File: config.mk
export PLATFORM = sky130hd
export DESIGN_NAME = monitor_rotacao
export DESIGN_NICKNAME = d
export VERILOG_FILES = /design/src/rtl/monitor_rotacao.sv
export SDC_FILE = /design/constraint.sdc
export NUM_CORES = 1
export LEC_CHECK = 0
export BUFFER_PORTS_ARGS = -buffer_cell sky130_fd_sc_hd__buf_2
export CAP_MARGIN = 40
export CORE_MARGIN = 4
export CORE_UTILIZATION = 60
export CTS_CLUSTER_DIAMETER = 40
export CTS_CLUSTER_SIZE = 30
export DETAILED_ROUTE_END_ITERATION = 10
export PLACE_DENSITY = 0.84
export SETUP_SLACK_MARGIN = 0.2
export SLEW_MARGIN = 20
export SYNTH_ARGS = -nofsm -noshare
export SYNTH_HDL_FRONTEND = slang
export SYNTH_SLANG_ARGS = --single-unit
export TNS_END_PERCENT = 5
File: constraint.sdc
create_clock -name clk -period 5.5 [get_ports clk]
set_input_delay 0.55 -clock clk [delete_from_list [all_inputs] [get_ports clk]]
set_output_delay 0.55 -clock clk [all_outputs]
set_load 0.05 [all_outputs]
File: src/rtl/monitor_rotacao.sv
// Tachometer supervisor: counts debounced tach pulses per 1 Hz window and raises a latched
// stall alarm when the motor is commanded on but stops turning. Optional filter: TACH_FILTER_EN.
module monitor_rotacao #(
  parameter int CNT_W           = 8,
  parameter int DEBOUNCE_CYCLES = 27000,
  parameter int SPINUP_SECONDS  = 2,
  parameter int STALL_SECONDS   = 3
) (
  input  logic             clk,
  input  logic             reset,
  input  logic             tick_1hz,
  input  logic             motor_on,
  input  logic             tach_in,
  output logic [CNT_W-1:0] pps,
  output logic             pps_valid,
  output logic             stall_alarm,
  output logic [1:0]       estado
);

  typedef enum logic [1:0] {
    PARADO  = 2'd0,
    PARTIDA = 2'd1,
    GIRANDO = 2'd2,
    TRAVADO = 2'd3
  } estado_t;

  localparam int SPIN_W = (SPINUP_SECONDS < 2) ? 1 : $clog2(SPINUP_SECONDS + 1);
  localparam int MISS_W = (STALL_SECONDS < 2) ? 1 : $clog2(STALL_SECONDS + 1);
  localparam logic [CNT_W-1:0] CNT_MAX = '1;

  if (SPINUP_SECONDS < 1 || STALL_SECONDS < 1 || DEBOUNCE_CYCLES < 1) begin : g_param_check
    $error("monitor_rotacao: SPINUP_SECONDS, STALL_SECONDS and DEBOUNCE_CYCLES must be >= 1");
  end

  logic tach_s1, tach_s2, tach_filt, tach_filt_d, edge_p;

  always_ff @(posedge clk) begin
    if (reset) begin
      tach_s1     <= 1'b0;
      tach_s2     <= 1'b0;
      tach_filt_d <= 1'b0;
    end else begin
      tach_s1     <= tach_in;
      tach_s2     <= tach_s1;
      tach_filt_d <= tach_filt;
    end
  end

`ifdef TACH_FILTER_EN
  localparam int DEB_W = (DEBOUNCE_CYCLES < 2) ? 1 : $clog2(DEBOUNCE_CYCLES);
  logic [DEB_W-1:0] deb_cnt;
  logic             filt_q;

  // The filtered level flips only after DEBOUNCE_CYCLES consecutive cycles of disagreement.
  always_ff @(posedge clk) begin
    if (reset) begin
      deb_cnt <= '0;
      filt_q  <= 1'b0;
    end else if (tach_s2 == filt_q) begin
      deb_cnt <= '0;
    end else if (deb_cnt == DEB_W'(DEBOUNCE_CYCLES - 1)) begin
      deb_cnt <= '0;
      filt_q  <= tach_s2;
    end else begin
      deb_cnt <= deb_cnt + DEB_W'(1);
    end
  end

  assign tach_filt = filt_q;
`else
  assign tach_filt = tach_s2;
`endif

  assign edge_p = tach_filt & ~tach_filt_d;

  logic [CNT_W-1:0] win_cnt, close_cnt;

  // Count as it stands at the end of this cycle, so an edge on the tick cycle is included.
  assign close_cnt = (edge_p && (win_cnt != CNT_MAX)) ? win_cnt + CNT_W'(1) : win_cnt;

  always_ff @(posedge clk) begin
    if (reset) begin
      win_cnt   <= '0;
      pps       <= '0;
      pps_valid <= 1'b0;
    end else begin
      pps_valid <= tick_1hz;
      if (tick_1hz) begin
        pps     <= close_cnt;
        win_cnt <= '0;
      end else begin
        win_cnt <= close_cnt;
      end
    end
  end

  estado_t           state, state_n;
  logic [SPIN_W-1:0] spin_cnt, spin_cnt_n;
  logic [MISS_W-1:0] miss_cnt, miss_cnt_n;

  always_ff @(posedge clk) begin
    if (reset) begin
      state    <= PARADO;
      spin_cnt <= '0;
      miss_cnt <= '0;
    end else begin
      state    <= state_n;
      spin_cnt <= spin_cnt_n;
      miss_cnt <= miss_cnt_n;
    end
  end

  // motor_on=0 is checked before the tick so a stop command always beats a stall declaration.
  always_comb begin
    state_n    = state;
    spin_cnt_n = spin_cnt;
    miss_cnt_n = miss_cnt;
    case (state)
      PARADO: begin
        if (motor_on) begin
          state_n    = PARTIDA;
          spin_cnt_n = '0;
        end
      end
      PARTIDA: begin
        if (!motor_on) begin
          state_n = PARADO;
        end else if (tick_1hz) begin
          if (spin_cnt == SPIN_W'(SPINUP_SECONDS - 1)) begin
            state_n    = GIRANDO;
            miss_cnt_n = '0;
          end else begin
            spin_cnt_n = spin_cnt + SPIN_W'(1);
          end
        end
      end
      GIRANDO: begin
        if (!motor_on) begin
          state_n = PARADO;
        end else if (tick_1hz) begin
          if (close_cnt != '0) begin
            miss_cnt_n = '0;
          end else if (miss_cnt == MISS_W'(STALL_SECONDS - 1)) begin
            state_n = TRAVADO;
          end else begin
            miss_cnt_n = miss_cnt + MISS_W'(1);
          end
        end
      end
      TRAVADO: begin
        if (!motor_on) state_n = PARADO;
      end
      default: state_n = PARADO;
    endcase
  end

  always_comb begin
    estado      = state;
    stall_alarm = (state == TRAVADO);
  end

endmodule
==> metrics.cfg <==
[run_status]
status=finished clean

[clock_tree]
insertion_delay_ps=330
clock-sinks=26
htreeDepth=1
ctsResizeCount=0
cts_tree=built
numCtsBuffers=3
cts_hold_buf=0
cts_setup_buffers=0
cts.path.max_buffers=2
clkTransAtPathRegs_ps=140
cts-root-buf=clkbuf_4

[setup_path]
crit_type=reg -> reg
crit_fanout=10
rr_endpoint=miss_cnt[0]
crit_path_end_kind=register
cp-start-kind=register
crit_required_ps=5760
reg2reg_depth=6
r2r_setup_slack_ps=3560
reg2reg_from=win_cnt[0]
cp.arrival_ps=2200

[sta]
hold_viol_final=0
setup_viol=0
rsz0062_at_grt=no
maxClockFrequency_mhz=516
slew_viol_final=0
relSlewSlack_pct=71.9
worst-slew-pin-transition_ps=420
finClkSkew_ps=4.08
finalSetupTns_ps=0
post-route-period-util_pct=35.3
fin_crit_ps=1940
setup_slack_ps=3560

[global_route]
grt_pass1_wl_um=4760
globalRouteOverflowTotal=0
antenna_found_initial=0
grt_pass1_vias=1051
grt_max_degree=18
grtUsageTotal_pct=22.3

[final_layout]
final_core_util_pct=70.4
stdcell_area_um2=1420
diodes=0
final_common_cell=dfxtp_1
ff_latch_area_um2=520
synthToLayoutAreaGrowth_pct=8.28
nFillCells=155
drive_gt1_share_pct=16.5
final_nets=167
final_cells=185
multi_input_area_um2=718
most-common-layout-cells=26 x dfxtp_1, 17 x nor2_1, 16 x buf_2

[drt]
drt_iter0_markers=46
drc=0
ant_nets=0
drt-pass1-iter-count=4
vias_per_cell=5.98
drt-total-wl_um=2750
wl_per_cell_um=14.8
vias=1107

[synthesis]
synthCells=147
yosysUniqueCellTypes=42
synth-main-ff-cell=dfxtp_1
ys_seq_elements=26
avgSynthCellArea_um2=8.95
synth_edf_count=0
ys_async_sr_fraction_pct=0
yosysWarnings=0
ys_seq_area_share_pct=39.6
synth_fp_nets=155
synthesis.area_um2=1320

[floorplan]
core_area_um2=2020
rows=16
io_pins=17
die_w_um=54.8
die_area_um2=3000
fp.dieH_um=54.8
start_util_pct=65.0

[worst_hold_path]
holdCritStartpoint=tach_in
hp-class=in -> reg
whs_endpoint=tach_s1
hold_depth=2

[place]
io_buffer_count=16
placed_area_um2=1370
place_inst=181
hpwl_um=1970
gp_congestion=0.821
pre_cts_ws_ps=3620

[pwr]
p_leak_nw=0.624
swShare_pct=22.0
p_comb_share_pct=6.8
clkPwrFrac_pct=37.8
power_frac_seq_pct=55.3
peakVddDrop_uv=218
intPower_w=0.000273
power_density_nw_per_um2=246
p_sw_w=0.0000770

[run]
drv_cap=0

-- layout make-up --
cell class | count | area share, %
inverter | 5 | 1.32
timing repair buffer | 16 | 5.62
sequential | 26 | 36.6
clock inverter | 1 | 2.11
tap | 27 | 2.37
multi-input combinational | 107 | 50.4
clock buffer | 3 | 1.58
-- power groups by stage --
stage / sequential, W / combinational [W] / clock [W]
detailed placement: 0.000197 / 0.0000235 / 0
global placement: 0.000197 / 0.0000226 / 0
floorplan: 0.000202 / 0.0000121 / 0
CTS: 0.000193 / 0.0000240 / 0.000133
finish: 0.000193 / 0.0000239 / 0.000132
global route: 0.000194 / 0.0000263 / 0.000140
-- metal layers --
metal | global-route usage (%) | up-vias | wire length [µm]
li1 | - | 548 | -
met1 | 27.2 | 509 | 1180
met2 | 38.6 | 41 | 1350
met3 | 2.45 | 9 | 137
met4 | 10.4 | 0 | 80
met5 | 0 | - | 0
-- logic make-up after synthesis --
group | after synthesis | share of synthesized area (%)
simple gates | 60 | 25.8
compound gates | 35 | 19.3
flops | 26 | 39.6
buf+inv | 14 | 5.80
mux | 7 | 5.33
fa+ha+maj | 3 | 2.85
xor+xnor | 2 | 1.33
-- registers in the layout, indices dropped and copies added (netlist names) --
| name | count |
|---|---|
| estado | 2 |
| miss_cnt | 2 |
| pps | 8 |
| pps_valid | 1 |
| spin_cnt | 2 |
| tach_filt | 1 |
| tach_filt_d | 1 |
| tach_s1 | 1 |
| win_cnt | 8 |
-- metrics by stage --
stage | hold slack (ps) | total power, W
floorplan | 414 | 0.000214
global placement | 420 | 0.000220
detailed placement | 437 | 0.000221
CTS | 422 | 0.000351
global route | 457 | 0.000360
finish | 423 | 0.000350
-- synth_stat cells, types with 2 or more instances --
library cell	n	area (µm²)
o21ai_1	3	15.0
inv_1	5	18.8
nand3_1	4	20.0
and2_1	6	37.5
a31o_2	2	17.5
nor3_1	2	10.0
dfxtp_1	26	521
mux2i_1	7	70.1
and3b_1	4	35.0
clkbuf_1	4	15.0
nor2b_1	8	50.1
and4_1	2	17.5
buf_6	3	33.8
nand4_1	3	18.8
a21o_1	2	15.0
ha_1	3	37.5
a21oi_1	6	30.0
nor2_1	17	63.8
a31oi_1	7	43.8
nand2_1	4	15.0
nand2b_1	4	25.0
o21ai_0	5	25.0
-- how the worst max path moves through the flow --
stage | startpoint | to | slack (ps) | cells after the start
after detailed placement | win_cnt[0] | miss_cnt[0] | 3620 | 6
after floorplan | win_cnt[0] | miss_cnt[0] | 3690 | 7
after CTS | win_cnt[0] | miss_cnt[0] | 3570 | 6
final | win_cnt[0] | miss_cnt[0] | 3560 | 6
after global placement | win_cnt[0] | miss_cnt[0] | 3680 | 6
after global routing | win_cnt[0] | miss_cnt[0] | 3400 | 6
-- worst max-delay path, stage by stage (launching register included) --
cell and delay, ps:
dfxtp_1 440, ha_1 260, and3b_1 370, o2111ai_1 220
a22oi_4 250, a41oi_2 140, o31ai_2 170
(Power assumes the default switching activity.)
